===== config.mk =====
export PLATFORM = sky130hd
export DESIGN_NAME = uart_rx_fifo_flat
export DESIGN_NICKNAME = d
export VERILOG_FILES = /design/src/rtl/uart_rx_fifo_if.sv /design/src/rtl/uart_rx_fifo.sv /design/src/flat_wrapper.sv
export SDC_FILE = /design/constraint.sdc
export NUM_CORES = 1
export LEC_CHECK = 0
export BUFFER_PORTS_ARGS = -buffer_cell sky130_fd_sc_hd__buf_4
export CAP_MARGIN = 0
export CORE_MARGIN = 3
export CORE_UTILIZATION = 43
export CTS_CLUSTER_SIZE = 40
export DETAILED_ROUTE_END_ITERATION = 8
export SLEW_MARGIN = 20
export SYNTH_ARGS = -nofsm -noshare
export SYNTH_HDL_FRONTEND = slang
export SYNTH_SLANG_ARGS = --single-unit

===== constraint.sdc =====
create_clock -name clk_clk -period 3 [get_ports clk_clk]
set_input_delay 0.6 -clock clk_clk [delete_from_list [all_inputs] [get_ports clk_clk]]
set_output_delay 0.6 -clock clk_clk [all_outputs]
set_load 0.02 [all_outputs]

===== src/rtl/uart_rx_fifo_if.sv =====
// Read-side handshake between the UART receive FIFO and its consumer.
// slave = FIFO side, master = consumer side.
interface uart_rx_fifo_if #(
  parameter int FIFO_DEPTH = 16
) ();
  localparam int LVL_W = $clog2(FIFO_DEPTH) + 1;

  logic             rd_en;
  logic [7:0]       rd_data;
  logic             rd_valid;
  logic [LVL_W-1:0] fifo_level;

  modport master (output rd_en, input rd_data, input rd_valid, input fifo_level);
  modport slave  (input rd_en, output rd_data, output rd_valid, output fifo_level);
endinterface


===== src/rtl/uart_rx_fifo.sv =====
// 16x oversampled UART receiver (LSB first) feeding a show-ahead byte FIFO.
// Define UART_RX_PARITY_EN for 8E1 framing with even-parity check; default is 8N1.
//
// state    | meaning
// ST_IDLE  | waiting for a low level on the synchronised line
// ST_START | confirming the start bit at its midpoint
// ST_DATA  | sampling 8 data bits, LSB first
// ST_PARITY| sampling the even-parity bit (parity build only)
// ST_STOP  | sampling the stop bit, pushing or flagging the frame
// ST_BREAK | line held low after a framing error; wait for it to go high
module uart_rx_fifo #(
  parameter int CLK_HZ     = 50000000,
  parameter int BAUD       = 115200,
  parameter int FIFO_DEPTH = 16
) (
  input  logic          clk_clk,
  input  logic          reset_reset_n,
  input  logic          uart_rxd,
  uart_rx_fifo_if.slave rd_if,
  output logic          frame_err,
  output logic          par_err,
  output logic          overflow,
  input  logic          ovf_clr
);
  localparam int DIV_RAW = (CLK_HZ + BAUD * 8) / (BAUD * 16);
  localparam int DIV     = (DIV_RAW < 1) ? 1 : DIV_RAW;
  localparam int DIV_W   = (DIV > 1) ? $clog2(DIV) : 1;
  localparam int AW      = $clog2(FIFO_DEPTH);
  localparam int LVL_W   = AW + 1;

  typedef enum logic [2:0] {
    ST_IDLE,
    ST_START,
    ST_DATA,
`ifdef UART_RX_PARITY_EN
    ST_PARITY,
`endif
    ST_STOP,
    ST_BREAK
  } state_t;

  state_t           r_state, w_state_nxt;
  logic             r_rxd_meta, r_rxd_sync;
  logic [DIV_W-1:0] r_div_cnt;
  logic [3:0]       r_os_cnt;
  logic [2:0]       r_bit_cnt;
  logic [7:0]       r_shift;
  logic             r_push, r_frame_err, r_overflow;
  logic             w_tick, w_sample, w_restart, w_push_req, w_ferr;

  logic [7:0]       r_mem [FIFO_DEPTH];
  logic [AW-1:0]    r_wr_ptr, r_rd_ptr;
  logic [LVL_W-1:0] r_level;
  logic             w_empty, w_full, w_pop, w_wr;

`ifdef UART_RX_PARITY_EN
  logic r_par_bit, r_par_err, w_perr, w_par_ok;
  assign w_par_ok = ~^{r_shift, r_par_bit};
`endif

  always_ff @(posedge clk_clk or negedge reset_reset_n) begin
    if (!reset_reset_n) begin
      r_rxd_meta <= 1'b1;
      r_rxd_sync <= 1'b1;
    end else begin
      r_rxd_meta <= uart_rxd;
      r_rxd_sync <= r_rxd_meta;
    end
  end

  // sample fires on the terminal tick of the per-bit down-counter
  assign w_tick   = (r_div_cnt == '0);
  assign w_sample = w_tick && (r_os_cnt == 4'd0);

  always_ff @(posedge clk_clk or negedge reset_reset_n) begin
    if (!reset_reset_n) r_state <= ST_IDLE;
    else                r_state <= w_state_nxt;
  end

  always_comb begin
    w_state_nxt = r_state;
    w_restart   = 1'b0;
    w_push_req  = 1'b0;
    w_ferr      = 1'b0;
`ifdef UART_RX_PARITY_EN
    w_perr      = 1'b0;
`endif
    case (r_state)
      ST_IDLE: begin
        if (!r_rxd_sync) begin
          w_state_nxt = ST_START;
          w_restart   = 1'b1;
        end
      end
      ST_START: begin
        if (w_sample) w_state_nxt = r_rxd_sync ? ST_IDLE : ST_DATA;
      end
      ST_DATA: begin
        if (w_sample && (r_bit_cnt == 3'd7)) begin
`ifdef UART_RX_PARITY_EN
          w_state_nxt = ST_PARITY;
`else
          w_state_nxt = ST_STOP;
`endif
        end
      end
`ifdef UART_RX_PARITY_EN
      ST_PARITY: begin
        if (w_sample) w_state_nxt = ST_STOP;
      end
`endif
      ST_STOP: begin
        if (w_sample) begin
          if (!r_rxd_sync) begin
            w_ferr      = 1'b1;
            w_state_nxt = ST_BREAK;
`ifdef UART_RX_PARITY_EN
          end else if (!w_par_ok) begin
            w_perr      = 1'b1;
            w_state_nxt = ST_IDLE;
`endif
          end else begin
            w_push_req  = 1'b1;
            w_state_nxt = ST_IDLE;
          end
        end
      end
      ST_BREAK: begin
        if (r_rxd_sync) w_state_nxt = ST_IDLE;
      end
      default: w_state_nxt = ST_IDLE;
    endcase
  end

  // counters restart on start detection so the first sample lands mid start bit
  always_ff @(posedge clk_clk or negedge reset_reset_n) begin
    if (!reset_reset_n) begin
      r_div_cnt <= '0;
      r_os_cnt  <= '0;
      r_bit_cnt <= '0;
      r_shift   <= '0;
    end else if (w_restart) begin
      r_div_cnt <= DIV_W'(DIV - 1);
      r_os_cnt  <= 4'd7;
      r_bit_cnt <= '0;
    end else begin
      r_div_cnt <= w_tick ? DIV_W'(DIV - 1) : r_div_cnt - DIV_W'(1);
      if (w_tick) r_os_cnt <= (r_os_cnt == 4'd0) ? 4'd15 : r_os_cnt - 4'd1;
      if ((r_state == ST_DATA) && w_sample) begin
        r_shift   <= {r_rxd_sync, r_shift[7:1]};
        r_bit_cnt <= r_bit_cnt + 3'd1;
      end
    end
  end

`ifdef UART_RX_PARITY_EN
  always_ff @(posedge clk_clk or negedge reset_reset_n) begin
    if (!reset_reset_n) begin
      r_par_bit <= 1'b0;
      r_par_err <= 1'b0;
    end else begin
      if ((r_state == ST_PARITY) && w_sample) r_par_bit <= r_rxd_sync;
      r_par_err <= w_perr;
    end
  end
  assign par_err = r_par_err;
`else
  assign par_err = 1'b0;
`endif

  assign w_empty = (r_level == '0);
  assign w_full  = (r_level == LVL_W'(FIFO_DEPTH));
  assign w_pop   = rd_if.rd_en && !w_empty;
  assign w_wr    = r_push && (!w_full || w_pop);

  // r_shift is stable for hundreds of cycles after the stop sample
  always_ff @(posedge clk_clk) begin
    if (w_wr) r_mem[r_wr_ptr] <= r_shift;
  end

  always_ff @(posedge clk_clk or negedge reset_reset_n) begin
    if (!reset_reset_n) begin
      r_push      <= 1'b0;
      r_frame_err <= 1'b0;
      r_overflow  <= 1'b0;
      r_wr_ptr    <= '0;
      r_rd_ptr    <= '0;
      r_level     <= '0;
    end else begin
      r_push      <= w_push_req;
      r_frame_err <= w_ferr;
      if (r_push && w_full && !w_pop) r_overflow <= 1'b1;
      else if (ovf_clr)               r_overflow <= 1'b0;
      if (w_wr)  r_wr_ptr <= r_wr_ptr + AW'(1);
      if (w_pop) r_rd_ptr <= r_rd_ptr + AW'(1);
      case ({w_wr, w_pop})
        2'b10:   r_level <= r_level + LVL_W'(1);
        2'b01:   r_level <= r_level - LVL_W'(1);
        default: r_level <= r_level;
      endcase
    end
  end

  assign rd_if.rd_data    = w_empty ? 8'h00 : r_mem[r_rd_ptr];
  assign rd_if.rd_valid   = !w_empty;
  assign rd_if.fifo_level = r_level;
  assign frame_err        = r_frame_err;
  assign overflow         = r_overflow;
endmodule


===== src/flat_wrapper.sv =====
// flat-port wrapper written by rule: the top's interface ports become plain ports
module uart_rx_fifo_flat 
#(
  parameter int CLK_HZ     = 50000000,
  parameter int BAUD       = 115200,
  parameter int FIFO_DEPTH = 16
)
  (clk_clk, reset_reset_n, uart_rxd, frame_err, par_err, overflow, ovf_clr, rd_if_rd_en, rd_if_rd_data, rd_if_rd_valid, rd_if_fifo_level);
  uart_rx_fifo_if #(.FIFO_DEPTH(FIFO_DEPTH)) rd_if_i ();
  input  logic clk_clk;
  input  logic reset_reset_n;
  input  logic uart_rxd;
  output logic frame_err;
  output logic par_err;
  output logic overflow;
  input  logic ovf_clr;
  input wire logic [$bits(rd_if_i.rd_en)-1:0] rd_if_rd_en;
  output wire logic [$bits(rd_if_i.rd_data)-1:0] rd_if_rd_data;
  output wire logic [$bits(rd_if_i.rd_valid)-1:0] rd_if_rd_valid;
  output wire logic [$bits(rd_if_i.fifo_level)-1:0] rd_if_fifo_level;
  assign rd_if_i.rd_en = rd_if_rd_en;
  assign rd_if_rd_data = rd_if_i.rd_data;
  assign rd_if_rd_valid = rd_if_i.rd_valid;
  assign rd_if_fifo_level = rd_if_i.fifo_level;
  uart_rx_fifo #(.CLK_HZ(CLK_HZ), .BAUD(BAUD), .FIFO_DEPTH(FIFO_DEPTH)) u_core (.clk_clk(clk_clk), .reset_reset_n(reset_reset_n), .uart_rxd(uart_rxd), .rd_if(rd_if_i), .frame_err(frame_err), .par_err(par_err), .overflow(overflow), .ovf_clr(ovf_clr));
endmodule

Yosys cells after proc, flatten, opt, wreduce, memory -nomap -nowiden. Memories as Yosys holds them, arrays and structs flattened. Index checks and enable logic that the tools add are counted.

Output and inout bits: 17. RAM bits: 128. Logic and storage cells: 84. Register bits: 41. Input bits: 5. Memories kept: 1.

Memories: u_core.r_mem (depth 16, width 8, rd ports 1, clocked after Yosys merged registers in 0, wr ports 1, line uart_rx_fifo.sv:51) `logic [7:0] r_mem [FIFO_DEPTH];`.

Equal/unequal tests: 13. Reductions and logical operators: 21. Multiplexer cells: 28. Add/subtract/negate cells: 7. Bitwise operators: 1.

Operator list (count): 2-to-1 mux 3 bit (8); one-hot mux 3 bit (5 select lines) (1); 2-to-1 mux 4 bit (3); 2-to-1 mux 1 bit (11); logical NOT 5 bit (2); 2-to-1 mux 5 bit (2); one-hot mux 5 bit (2 select lines) (1); subtractor 5 x 1 -> 5 bit, second input constant (2); adder 4 x 1 -> 4 bit, second input constant (2); 2-to-1 mux 8 bit (1); inequality test 2 x 1 -> 1 bit, second input constant (4); nonzero test 2 bit (4); logical AND 1 bit (7); equality test 3 x 2 -> 1 bit, second input constant (2); equality test 3 bit, second input constant (2); adder 5 x 1 -> 5 bit, second input constant (1); equality test 5 bit, second input constant (1); AND reduction 5 bit (1); logical NOT 4 bit (1); subtractor 4 x 1 -> 4 bit, second input constant (1); adder 3 x 1 -> 3 bit, second input constant (1); equality test 3 x 1 -> 1 bit, second input constant (1); logical NOT 1 bit (3); logical NOT 3 bit (1); other kinds (7) (7).

Logic depth before layout (Yosys ltp).
Depth after elaboration: 7. Depth in mapped cells: 10. Gate-level depth less buffers: 9.

Least setup slack after synthesis. No wires, ideal clock.

Path kind: flip-flop to flip-flop. Start: reg u_core.r_level[3] (netlist: u_core.rd_if.fifo_level[3]). End: reg u_core.r_level[2] (netlist: u_core.rd_if.fifo_level[2]). Stages on the path, launching flop included: 10. Arrival time: 2.444 ns. Setup slack: 0.476 ns. Setup time: 0.080 ns. Period minus slack after synthesis: 2.524 ns. Cell sequence: dfrtp_1 > or4_1 > buf_6 > o21ai_4 > nor2_1 > xor2_1 > ha_1 > or3_1 > o22ai_2 > xor2_1.

Longest elaborated chain between the ends: 7.

RTL lines: from (decl) (line uart_rx_fifo.sv:53) `logic [LVL_W-1:0] r_level;`; from (signal assigned) (line uart_rx_fifo.sv:197) `2'b10: r_level <= r_level + LVL_W'(1);`; from (signal assigned) (line uart_rx_fifo.sv:198) `2'b01: r_level <= r_level - LVL_W'(1);`; from (signal assigned) (line uart_rx_fifo.sv:199) `default: r_level <= r_level;`; logical NOT 5 bit (line uart_rx_fifo.sv:171) `assign w_empty = (r_level == '0);`; logical NOT 1 bit (line uart_rx_fifo.sv:173) `assign w_pop = rd_if.rd_en && !w_empty;`; logical AND 1 bit (line uart_rx_fifo.sv:173); logical OR 1 bit (line uart_rx_fifo.sv:174) `assign w_wr = r_push && (!w_full || w_pop);`; logical AND 1 bit (line uart_rx_fifo.sv:174); equality test 2 x 1 -> 1 bit or equality test 2 bit (tied branches) (line uart_rx_fifo.sv:196) `case ({w_wr, w_pop})`; one-hot mux 5 bit (2 select lines) or nonzero test 2 bit (tied branches).

Parallel ways exist; a longest one is shown, timed or not. A chain may end at the register's enable or synchronous reset.

Final worst setup path.
Start: reg u_core.r_rd_ptr[1]. End: out rd_if_rd_data[3].

Longest elaborated chain between the ends: 2.

RTL lines: from (decl) (line uart_rx_fifo.sv:52) `logic [AW-1:0] r_wr_ptr, r_rd_ptr;`; from (signal assigned) (line uart_rx_fifo.sv:195) `if (w_pop) r_rd_ptr <= r_rd_ptr + AW'(1);`; memory read (16 x 8 bit); 2-to-1 mux 8 bit (line uart_rx_fifo.sv:204) `assign rd_if.rd_data = w_empty ? 8'h00 : r_mem[r_rd_ptr];`; to (decl) (line flat_wrapper.sv:18) `output wire logic [$bits(rd_if_i.rd_data)-1:0] rd_if_rd_data;`.

Every way passes these cells.

==> results list <==
- Outcome: completed
- WS Path Type: register to output pin
- After detailed placement, the total cell area comes to 7515 um^2.
- Buffers inserted during clock tree synthesis total 17.
- Row count: 46
* Antenna Cells: 0
- Buffers from clock root to sink, at most: 2
- Required arrival time at the worst endpoint: 2.40 ns
- Overflow left after global routing: 0
- CTS tree: built
- Worst max-slew margin expressed relative to the limit: 46.40%
* Max Slew Vio Count: 0
- Once detailed placement completed, the half-perimeter wirelength came to 8362 um.
- Counting distinct cell types in the post-synthesis netlist gives 49.
- Residual antenna-violating net count after detailed routing: 0
* Dominant combinational cell family by area after synthesis: multiplexers
- After detailed routing, the number of vias per cell comes to 5.375.
* Synthesis-to-layout area growth: 17.18%
* Max Cap Violations: 0
* # DRC: 0
- For this run, the top clock speed supported by timing is 0.3459 GHz.
* Routability Congestion: 0.7454
- In this run, post-CTS hold repair placed 0 buffers.
- A synthesized cell averages 17.20 um^2.
- In the finished design, the share of the clock period the worst path needs comes to 96.37%.
- IR analysis of the VDD net gives a maximum drop of 0.3598 mV.
* TritonRoute pass-1 iters: 4
- The final-report hold violation count was 0.
* Vias: 3,687
- Final wirelength: 13,370 um
- Highest fanout seen on the critical path: 10
* Fraction of synthesized area in multiplexers: 14.32%
- Synthesis inferred 169 register bits.
- The worst setup path is captured at an output pin.
* Number of warnings printed during yosys synthesis: 0
- The first global-routing pass estimated 21,050 um of wire.
- Power density over cell area: 571.4 nW/um^2
* CTS root buffer: sky130_fd_sc_hd__clkbuf_16
- During placement, the flow inserted port buffers numbering 20.
- Number of clock sinks seen by CTS: 169
* Gate Count Post-Synth: 407
- In the final timing run, aggregate negative setup slack is 0 ns.
* Number of antenna violations at the first check in global routing: 0
- Setup-failing EPs final: 0
- Predominant post-synthesis flop cell: sky130_fd_sc_hd__edfxtp_1
- Clock-pin slew was measured on the worst setup and hold paths at 0.06 ns.
* Path category of the worst min-delay check: input port to async pin
* # fillers: 1,330
* Top-level port count: 22
- Chip width: 133.6 um
- Area fraction in and, or, nand and nor cells after synthesis: 6.132%
- Sequential cell area fraction in the yosys report: 69.61%
- After routing the design area is 8202 um^2.
- Largest net degree at the start of global routing: 42
* Final worst clock skew: 0.008621 ns
- Unrepaired setup endpoints after global routing: false
- Mean routed wirelength per cell: 19.49 um
- Number of enable flip-flop cells after synthesis: 128
- The floorplan step defined a die boundary enclosing 17,840 um^2.
* Post-layout nets: 473
- Layout cell share with drive strength beyond 1: 30.21%
- XOR/XNOR Fraction of Synth Area: 1.376%
- The core region is 15,890 um^2.
- Summing the areas of all fa, ha and maj instances in the mapped netlist gives 1.966% of the synthesized area.
- Share of synthesized flip-flops with an asynchronous set or reset: 24.26%
- Final period demand of the worst path: 2.891 ns
- For this design the static power due to leakage is 3.316 nW.
- Die outline height: 133.6 um
* Number of global-route vias before repair: 3,686
- Source-to-sink clock delay at the later pin of the worst-skew pair: 0.42 ns
- Summing the areas of all compound-gate instances in the mapped netlist gives 4.201% of the synthesized area.
- The worst setup path is launched from a register.
- At the worst endpoint, the arrival time is 2.29 ns.
- First DRT Iteration DRCs: 282
- At the pin with the least slew margin, the transition time is 0.8040 ns.
- GR Util All Layers: 15.87%
- For this configuration, the core starts out at a cell density of 44.06%.
- H-tree Lvls: 4
- Synthesized net count: 423
- Across all register-to-register paths, the minimum setup slack is 0.31 ns.
- Post-Synthesis Cell Area: 6999 um^2
[registers in the layout, indices dropped and copies added, names as in the netlist, 3 cells and up]
register                 count
u_core.r_shift               8
u_core.r_div_cnt             5
u_core.r_state               3
u_core.r_os_cnt              4
u_core.r_mem               128
u_core.r_bit_cnt             3
u_core.rd_if.fifo_level      5
u_core.r_rd_ptr              4
u_core.r_wr_ptr              4
[logic make-up after synthesis]
| logic type | count (synthesis) |
|---|---|
| XOR/XNOR | 11 |
| other | 1 |
| buffers and inverters | 34 |
| multiplexers | 57 |
| flip-flops | 169 |
| adder cells (fa/ha/maj) | 11 |
| AO/OA/AOI/OAI | 40 |
| AND/OR/NAND/NOR | 84 |
[cell usage after synthesis, drive strengths merged, types with 3 or more instances]
| cell type | count | share of area [%] |
|---|---|---|
| a211oi | 17 | 1.8 |
| a21oi | 6 | 0.43 |
| buf | 18 | 1.5 |
| clkbuf | 4 | 0.21 |
| dfrtp | 39 | 14 |
| edfxtp | 128 | 55 |
| ha | 11 | 2.0 |
| inv | 12 | 0.64 |
| mux2 | 12 | 2.0 |
| mux2i | 13 | 2.0 |
| mux4 | 32 | 10 |
| nand2 | 16 | 0.97 |
| nand3 | 4 | 0.29 |
| nand4 | 4 | 0.45 |
| nor2 | 30 | 1.6 |
| nor2b | 9 | 0.80 |
| nor3 | 8 | 0.57 |
| o21ai | 7 | 0.66 |
| xnor2 | 8 | 1.0 |
| xor2 | 3 | 0.38 |
[timing repair]
item | CTS | global route
hold endpoints to repair | 0 | 0
resized for setup | 1 | 4
gates cloned | 0 | 1
buffers inserted | 5 | 2
setup endpoints to repair | 6 | 6
[layout by cell type (no fill, tap or decap), drive strengths merged, types with 13 or more instances in the layout]
master	instances
edfxtp	128
buf	52
dfrtp	39
mux4	32
nor2	30
clkbuf	19
inv	19
a211oi	17
nand2	16
mux2i	13
[routing by layer]
metal  GRT usage (%)  up-vias  part of all wire, %
li1                -     1677                    -
met1           22.16     1935                   45
met2           24.80       61                   50
met3           4.079       14                  3.4
met4           4.914        0                  1.3
met5               0        -                    0
[power by group]
part / total (mW) / switching, mW / internal, mW
logic: 0.0222 / 0.0165 / 0.00574
registers: 2.49 / 0.00132 / 2.49
clock network: 2.17 / 0.922 / 1.25
[final timing paths]
| path | depth (start not counted) | start | to |
|---|---|---|---|
| setup / recovery | 6 | u_core.r_rd_ptr[1]$_DFFE_PN0N_ | rd_if_rd_data[3] |
| hold / removal | 1 | reset_reset_n | u_core.rd_if.fifo_level[3]$_DFFE_PN0P_ |
| setup reg to reg | 8 | u_core.rd_if.fifo_level[3]$_DFFE_PN0P_ | u_core.rd_if.fifo_level[2]$_DFFE_PN0P_ |
| hold reg to reg | 0 | u_core.r_rxd_meta$_DFF_PN1_ | u_core.r_rxd_sync$_DFF_PN1_ |
| max in group asynchronous | 1 | reset_reset_n | u_core.r_rd_ptr[1]$_DFFE_PN0N_ |
| min in group clk_clk | 1 | uart_rxd | u_core.r_rxd_meta$_DFF_PN1_ |
[area by class of cell]
class	count	area (um^2)	area share, %
sequential	169	4877	59.47
multi-input combinational	204	1978	24.12
timing repair buffer	53	440.4	5.370
clock buffer	18	429.2	5.233
tap	216	270.3	3.295
clock inverter	14	161.4	1.968
inverter	12	45.04	0.5492
[stage by stage]
step	setup WS [ns]	hold WS [ns]	cells	util, %	total power, mW
6_report	0.1088	0.1543	686	51.63	4.686
5_1_grt	0.02608	0.1815	686	51.63	4.841
4_1_cts	0.04869	0.1633	683	51.28	4.733
3_5_place_dp	0.2795	0.3473	646	47.31	2.565
3_3_place_gp	0.3084	0.3508	646	47.31	2.564
2_1_floorplan	0.4758	0.3044	407	-	2.549
[worst max-delay path: stages (launching register included)]
cell,delay (ns)
sky130_fd_sc_hd__dfrtp_4,0.49
sky130_fd_sc_hd__buf_4,0.17
sky130_fd_sc_hd__mux4_2,0.48
sky130_fd_sc_hd__nor2b_1,0.16
sky130_fd_sc_hd__a211oi_1,0.24
sky130_fd_sc_hd__a211oi_1,0.11
sky130_fd_sc_hd__buf_4,0.22
No activity file was read; power rests on OpenSTA's default activity.
